## config.mk

```make
export PLATFORM = sky130hd
export DESIGN_NAME = ring_entropy_collector
export DESIGN_NICKNAME = d
export VERILOG_FILES = /design/src/rtl/ring_entropy_collector.sv
export SDC_FILE = /design/constraint.sdc
export NUM_CORES = 1
export LEC_CHECK = 0
export BUFFER_PORTS_ARGS = -buffer_cell sky130_fd_sc_hd__buf_2
export CELL_PAD_IN_SITES_DETAIL_PLACEMENT = 1
export CELL_PAD_IN_SITES_GLOBAL_PLACEMENT = 2
export CORE_MARGIN = 1.5
export CORE_UTILIZATION = 35
export DETAILED_ROUTE_END_ITERATION = 6
export PLACE_DENSITY = 0.77
export SYNTH_ARGS = -nofsm -noshare
export SYNTH_HDL_FRONTEND = slang
export SYNTH_SLANG_ARGS = --single-unit
```

## constraint.sdc

```tcl
create_clock -name clk -period 13.3 [get_ports clk]
set_input_delay 2.66 -clock clk [delete_from_list [all_inputs] [get_ports clk]]
set_output_delay 2.66 -clock clk [all_outputs]
set_load 0.01 [all_outputs]
```

## src/rtl/ring_entropy_collector.sv

```systemverilog
// Ring-oscillator entropy collector: synchronised oscillator bus XOR-mixed into a Fibonacci
// shift register, with warm-up, repetition-count health test and valid/ready word packing.
module ring_entropy_collector #(
    parameter int unsigned      WIDTH     = 64,
    parameter int unsigned      OUT_W     = 32,
    parameter logic [WIDTH-1:0] TAPS      = 64'hD800_0000_0000_0000,
    parameter logic [WIDTH-1:0] SEED      = 64'hACE1_2468_BACE_1357,
    parameter int unsigned      WARMUP    = 256,
    parameter int unsigned      REP_LIMIT = 48
) (
    input  logic             clk,
    input  logic             rst,
    input  logic             en_i,
    input  logic [WIDTH-1:0] osc_in_i,
    input  logic             seed_load_i,
    input  logic [WIDTH-1:0] seed_val_i,
    output logic             bit_out_o,
    output logic [OUT_W-1:0] rnd_data_o,
    output logic             rnd_valid_o,
    input  logic             rnd_ready_i,
    output logic             warm_o,
    output logic             health_err_o
);

    localparam int unsigned WCW = $clog2(WARMUP + 1);
    localparam int unsigned CW  = $clog2(OUT_W + 1);
    localparam int unsigned RW  = $clog2(REP_LIMIT + 1);

    localparam logic [1:0] ST_WARMUP  = 2'd0;
    localparam logic [1:0] ST_COLLECT = 2'd1;
    localparam logic [1:0] ST_STALL   = 2'd2;

    logic [WIDTH-1:0] osc_s1_q, osc_s2_q;
    logic [WIDTH-1:0] q_q, q_d;
    logic [1:0]       state_q, state_d;
    logic [WCW-1:0]   warm_cnt_q, warm_cnt_d;
    logic [CW-1:0]    count_q, count_d;
    logic [OUT_W-1:0] coll_q, coll_d;
    logic [RW-1:0]    rep_q, rep_d;
    logic             warm_q, warm_d;
    logic             health_q, health_d;
    logic [OUT_W-1:0] rnd_data_q, rnd_data_d;
    logic             rnd_valid_q, rnd_valid_d;

    logic             fb;
    logic [WIDTH-1:0] q_nxt, q_shift;
    logic             new_bit;
    logic             slot_free;

    always_comb begin
        fb        = ^(q_q & TAPS);
        q_nxt     = {q_q[WIDTH-2:0], fb} ^ osc_s2_q;
        // An all-zero register would lock up the LFSR; fall back to the seed.
        q_shift   = (q_nxt == '0) ? SEED : q_nxt;
        new_bit   = q_shift[WIDTH-1];
        slot_free = !rnd_valid_q || rnd_ready_i;

        q_d         = q_q;
        state_d     = state_q;
        warm_cnt_d  = warm_cnt_q;
        count_d     = count_q;
        coll_d      = coll_q;
        rep_d       = rep_q;
        warm_d      = warm_q;
        health_d    = health_q;
        rnd_data_d  = rnd_data_q;
        rnd_valid_d = rnd_valid_q;

        if (rnd_valid_q && rnd_ready_i) begin
            rnd_valid_d = 1'b0;
        end

        if (seed_load_i) begin
            q_d        = (seed_val_i == '0) ? SEED : seed_val_i;
            warm_cnt_d = '0;
            count_d    = '0;
            coll_d     = '0;
            rep_d      = '0;
            health_d   = 1'b0;
            warm_d     = 1'b0;
            state_d    = ST_WARMUP;
        end else begin
            if (en_i) begin
                q_d = q_shift;
                if (new_bit == q_q[WIDTH-1]) begin
                    if (rep_q != RW'(REP_LIMIT)) rep_d = rep_q + 1'b1;
                end else begin
                    rep_d = RW'(1);
                end
                if (rep_d == RW'(REP_LIMIT)) health_d = 1'b1;
            end

            case (state_q)
                ST_WARMUP: begin
                    if (en_i) begin
                        if (warm_cnt_q == WCW'(WARMUP - 1)) begin
                            warm_d  = 1'b1;
                            state_d = ST_COLLECT;
                        end else begin
                            warm_cnt_d = warm_cnt_q + 1'b1;
                        end
                    end
                end
                ST_COLLECT: begin
                    if (en_i) begin
                        coll_d = {coll_q[OUT_W-2:0], new_bit};
                        if (count_q == CW'(OUT_W - 1)) begin
                            if (slot_free && !health_q) begin
                                rnd_data_d  = {coll_q[OUT_W-2:0], new_bit};
                                rnd_valid_d = 1'b1;
                                count_d     = '0;
                            end else begin
                                count_d = CW'(OUT_W);
                                state_d = ST_STALL;
                            end
                        end else begin
                            count_d = count_q + 1'b1;
                        end
                    end
                end
                ST_STALL: begin
                    // Held word moves out as soon as the slot frees, independent of en.
                    if (slot_free && !health_q) begin
                        rnd_data_d  = coll_q;
                        rnd_valid_d = 1'b1;
                        count_d     = '0;
                        state_d     = ST_COLLECT;
                    end
                end
                default: state_d = ST_WARMUP;
            endcase
        end
    end

    always_ff @(posedge clk or posedge rst) begin
        if (rst) begin
            osc_s1_q    <= '0;
            osc_s2_q    <= '0;
            q_q         <= SEED;
            state_q     <= ST_WARMUP;
            warm_cnt_q  <= '0;
            count_q     <= '0;
            coll_q      <= '0;
            rep_q       <= '0;
            warm_q      <= 1'b0;
            health_q    <= 1'b0;
            rnd_data_q  <= '0;
            rnd_valid_q <= 1'b0;
        end else begin
            osc_s1_q    <= osc_in_i;
            osc_s2_q    <= osc_s1_q;
            q_q         <= q_d;
            state_q     <= state_d;
            warm_cnt_q  <= warm_cnt_d;
            count_q     <= count_d;
            coll_q      <= coll_d;
            rep_q       <= rep_d;
            warm_q      <= warm_d;
            health_q    <= health_d;
            rnd_data_q  <= rnd_data_d;
            rnd_valid_q <= rnd_valid_d;
        end
    end

    assign bit_out_o    = q_q[WIDTH-1];
    assign rnd_data_o   = rnd_data_q;
    assign rnd_valid_o  = rnd_valid_q;
    assign warm_o       = warm_q;
    assign health_err_o = health_q;

endmodule

```

==> results_dict.tcl <==
set metrics [dict create \
    status "finished, final reports clean" \
    synth_compound_area_frac 0.118 \
    setup_viol 0 \
    critPathSlowestCell "nand2_2" \
    drv_slew 0 \
    crit_chain "buf_2, buf_4, clkinv_1, nand2_2, buf_4, mux2_2" \
    placed_cells 1499 \
    dp_hpwl_microns 21300 \
    met2_length_microns 14500 \
    slowest_delay_ns 0.81 \
    fmax_ghz 0.184 \
    coreArea_sq_mm 0.0316 \
    p_int_mw 1.59 \
    viasPerCell 5.16 \
    ys.flop_type "dfrtp_1" \
    switchingPower_uw 576 \
    start_util 0.355 \
    cts_resized 0 \
    fin_setup_tns_ns 0 \
    crit_type "in2reg" \
    grt_use_total 0.189 \
    syn2layout_area_growth_pct 21.2 \
    grt-ovfl-total 0 \
    vias 8029 \
    cp_data_arrival_time_ns 5.90 \
    synthSimpleGateAreaFrac 0.108 \
    drt-met1-wl_microns 13900 \
    grt_pass1_vias 8502 \
    ys_seq_area_frac 0.633 \
    final_cell_mix "dfrtp_1, buf_2, nor2_1" \
    combPwrFrac 0.138 \
    p_per_area_mw_per_mm2 160 \
    pwr-share-clk 0.414 \
    synth_warnings 0 \
    ant_nets 0 \
    p_leak_nw 5.93 \
    die_w_microns 182 \
    rsz0062_at_grt "no" \
    placed_area_sq_mm 0.0125 \
    fp-row-count 65 \
    hold_buffers 0 \
    layout.nets 1272 \
    grt_pass1_wl_microns 48600 \
    dieArea_sq_mm 0.0331 \
    synthAdderAreaFrac 0.0101 \
    clock_sinks 282 \
    synth_top_cell_area_share 0.561 \
    worstPathRequired_ns 13.77 \
    place_ws_ns 7.27 \
    synth_edf_count 0 \
    fin_cells 1557 \
    cts.htree.levels 1 \
    synth_top_family_by_area "compound AO/OA/AOI/OAI gates" \
    synthMuxAreaShare 0.0498 \
    setup_ws_ns 7.87 \
    gp_congestion 0.829 \
    synthCells 965 \
    route.detailed.drc 0 \
    syn-cell-area_sq_mm 0.0112 \
    async_reset_ff_frac 1.00 \
    fin_skew_ns 0.0205 \
    clkTransAtPathRegs_ns 0.06 \
    dieHeight_microns 182 \
    swShare 0.265 \
    synthTopCellsByArea "dfrtp_1, dfstp_2, xnor2_1" \
    crit_top_cell "buf_4" \
    drt_iter0_markers 448 \
    antenna_found_initial 1 \
    synthXorXnorAreaFrac 0.0595 \
    cts_root_buf "clkbuf_16" \
    top_layer "met4" \
    wire_per_inst_microns 19.8 \
    cp-start-kind "primary input" \
    yosysUniqueCellTypes 48 \
    fin_area_sq_mm 0.0136 \
    grt_max_degree 131 \
    synth_top_area_cell "dfrtp_1" \
    layout_min_cycle_time_ns 5.43 \
    vdd_drop_max_mv 0.0949 \
    clk_latency_ns 0.56 \
    p_total_mw 2.17 \
    cp-end-kind "flip-flop" \
    max_slew.worst_pin.slew_ns 1.03 \
    hp-class "reg2reg" \
    cts-buffers-inserted 31 \
    seqPwrFrac 0.448 \
    port-buffer-count 168 \
    wl_met3_microns 1650 \
    postCtsSetupBuffers 0 \
    routed_wl_microns 30800 \
    fin_util 0.430 \
    cp_max_fo 62 \
    cts_tree "built" \
    io_pins 169 \
    timing.final.crit_share 0.408 \
    slew-limit-headroom 0.312 \
    whs_ns 0.345 \
    syn_nets 1107 \
    hold_viol 0 \
    ys_seq_elements 282 \
    firstDrtPassIters 4 \
    final_common_cell "dfrtp_1" \
    syn_avg_cell_area_sq_um 11.6 \
    clockBufferDepth 3 \
    drive_gt1_frac 0.260 \
    cap_violations 0 \
]
-- worst max-delay path, delay by kind of cell --
kind | cells | cell delay [ns]
and+or+nand+nor | 1 | 0.81
buffers and inverters | 4 | 2.01
muxes | 1 | 0.39
-- routing by layer --
| layer | global-route usage | vias to the layer above |
|---|---|---|
| met4 | 0.0608 | 0 |
| met2 | 0.307 | 218 |
| met5 | 0 | - |
| met3 | 0.0331 | 51 |
| met1 | 0.257 | 4064 |
| li1 | - | 3696 |
-- synth_stat cells (9+ instances only) --
master    instances
ha_1              9
dfrtp_1         251
nand4_1          21
dfstp_2          31
mux2_2           22
nor4_1           20
a22o_1           32
inv_1            14
a21oi_1         105
xnor2_1          61
o22ai_1          10
nor3_1           10
nand2_1          65
clkbuf_1         41
o21ai_0          51
xor2_1           12
mux2i_1          31
nand3_1          10
nor2_1          114
-- power by group through the flow --
stage / Combinational [mW] / Clock (mW) / Sequential (mW)
3_3_place_gp: 0.298 / 0 / 0.985
3_5_place_dp: 0.301 / 0 / 0.986
6_report: 0.300 / 0.898 / 0.971
4_1_cts: 0.304 / 0.922 / 0.972
5_1_grt: 0.333 / 0.956 / 0.978
2_1_floorplan: 0.203 / 0 / 0.975
-- kinds of logic after synthesis --
| family | Yosys count |
|---|---|
| AO/OA/AOI/OAI | 221 |
| flip-flops | 282 |
| buffers and inverters | 63 |
| AND/OR/NAND/NOR | 263 |
| multiplexers | 53 |
| adder cells (fa/ha/maj) | 9 |
| XOR/XNOR | 74 |
-- path summary, 6_finish.rpt --
kind                       slack, ns            to  cells past startpoint         start
max in group asynchronous       8.46    coll_q[23]                      4           rst
min                             0.34  osc_s2_q[53]                      0  osc_s1_q[53]
max                             7.87       q_q[31]                      6   seed_load_i
max reg2reg                    10.28      rep_q[5]                      7        q_q[2]
min in group asynchronous       2.26  osc_s1_q[54]                      2           rst
min reg2reg                     0.34  osc_s2_q[53]                      0  osc_s1_q[53]
-- registers in the layout, summed over array words and instances, names as in the netlist --
name,count
warm_o,1
coll_q,32
state_q,2
count_q,6
health_err_o,1
rnd_data_o,32
osc_s2_q,64
rnd_valid_o,1
osc_s1_q,64
rep_q,6
q_q,64
warm_cnt_q,9
-- area by class of cell --
class | count | area (sq um)
antenna | 1 | 2.50
clock buffer | 48 | 960
clock inverter | 9 | 133
fill | 3462 | 18000
inverter | 16 | 67.6
multi-input combinational | 620 | 3890
sequential | 282 | 7100
tap | 402 | 503
timing repair buffer | 179 | 923
Note: power is estimated with default switching activity, not from simulation.
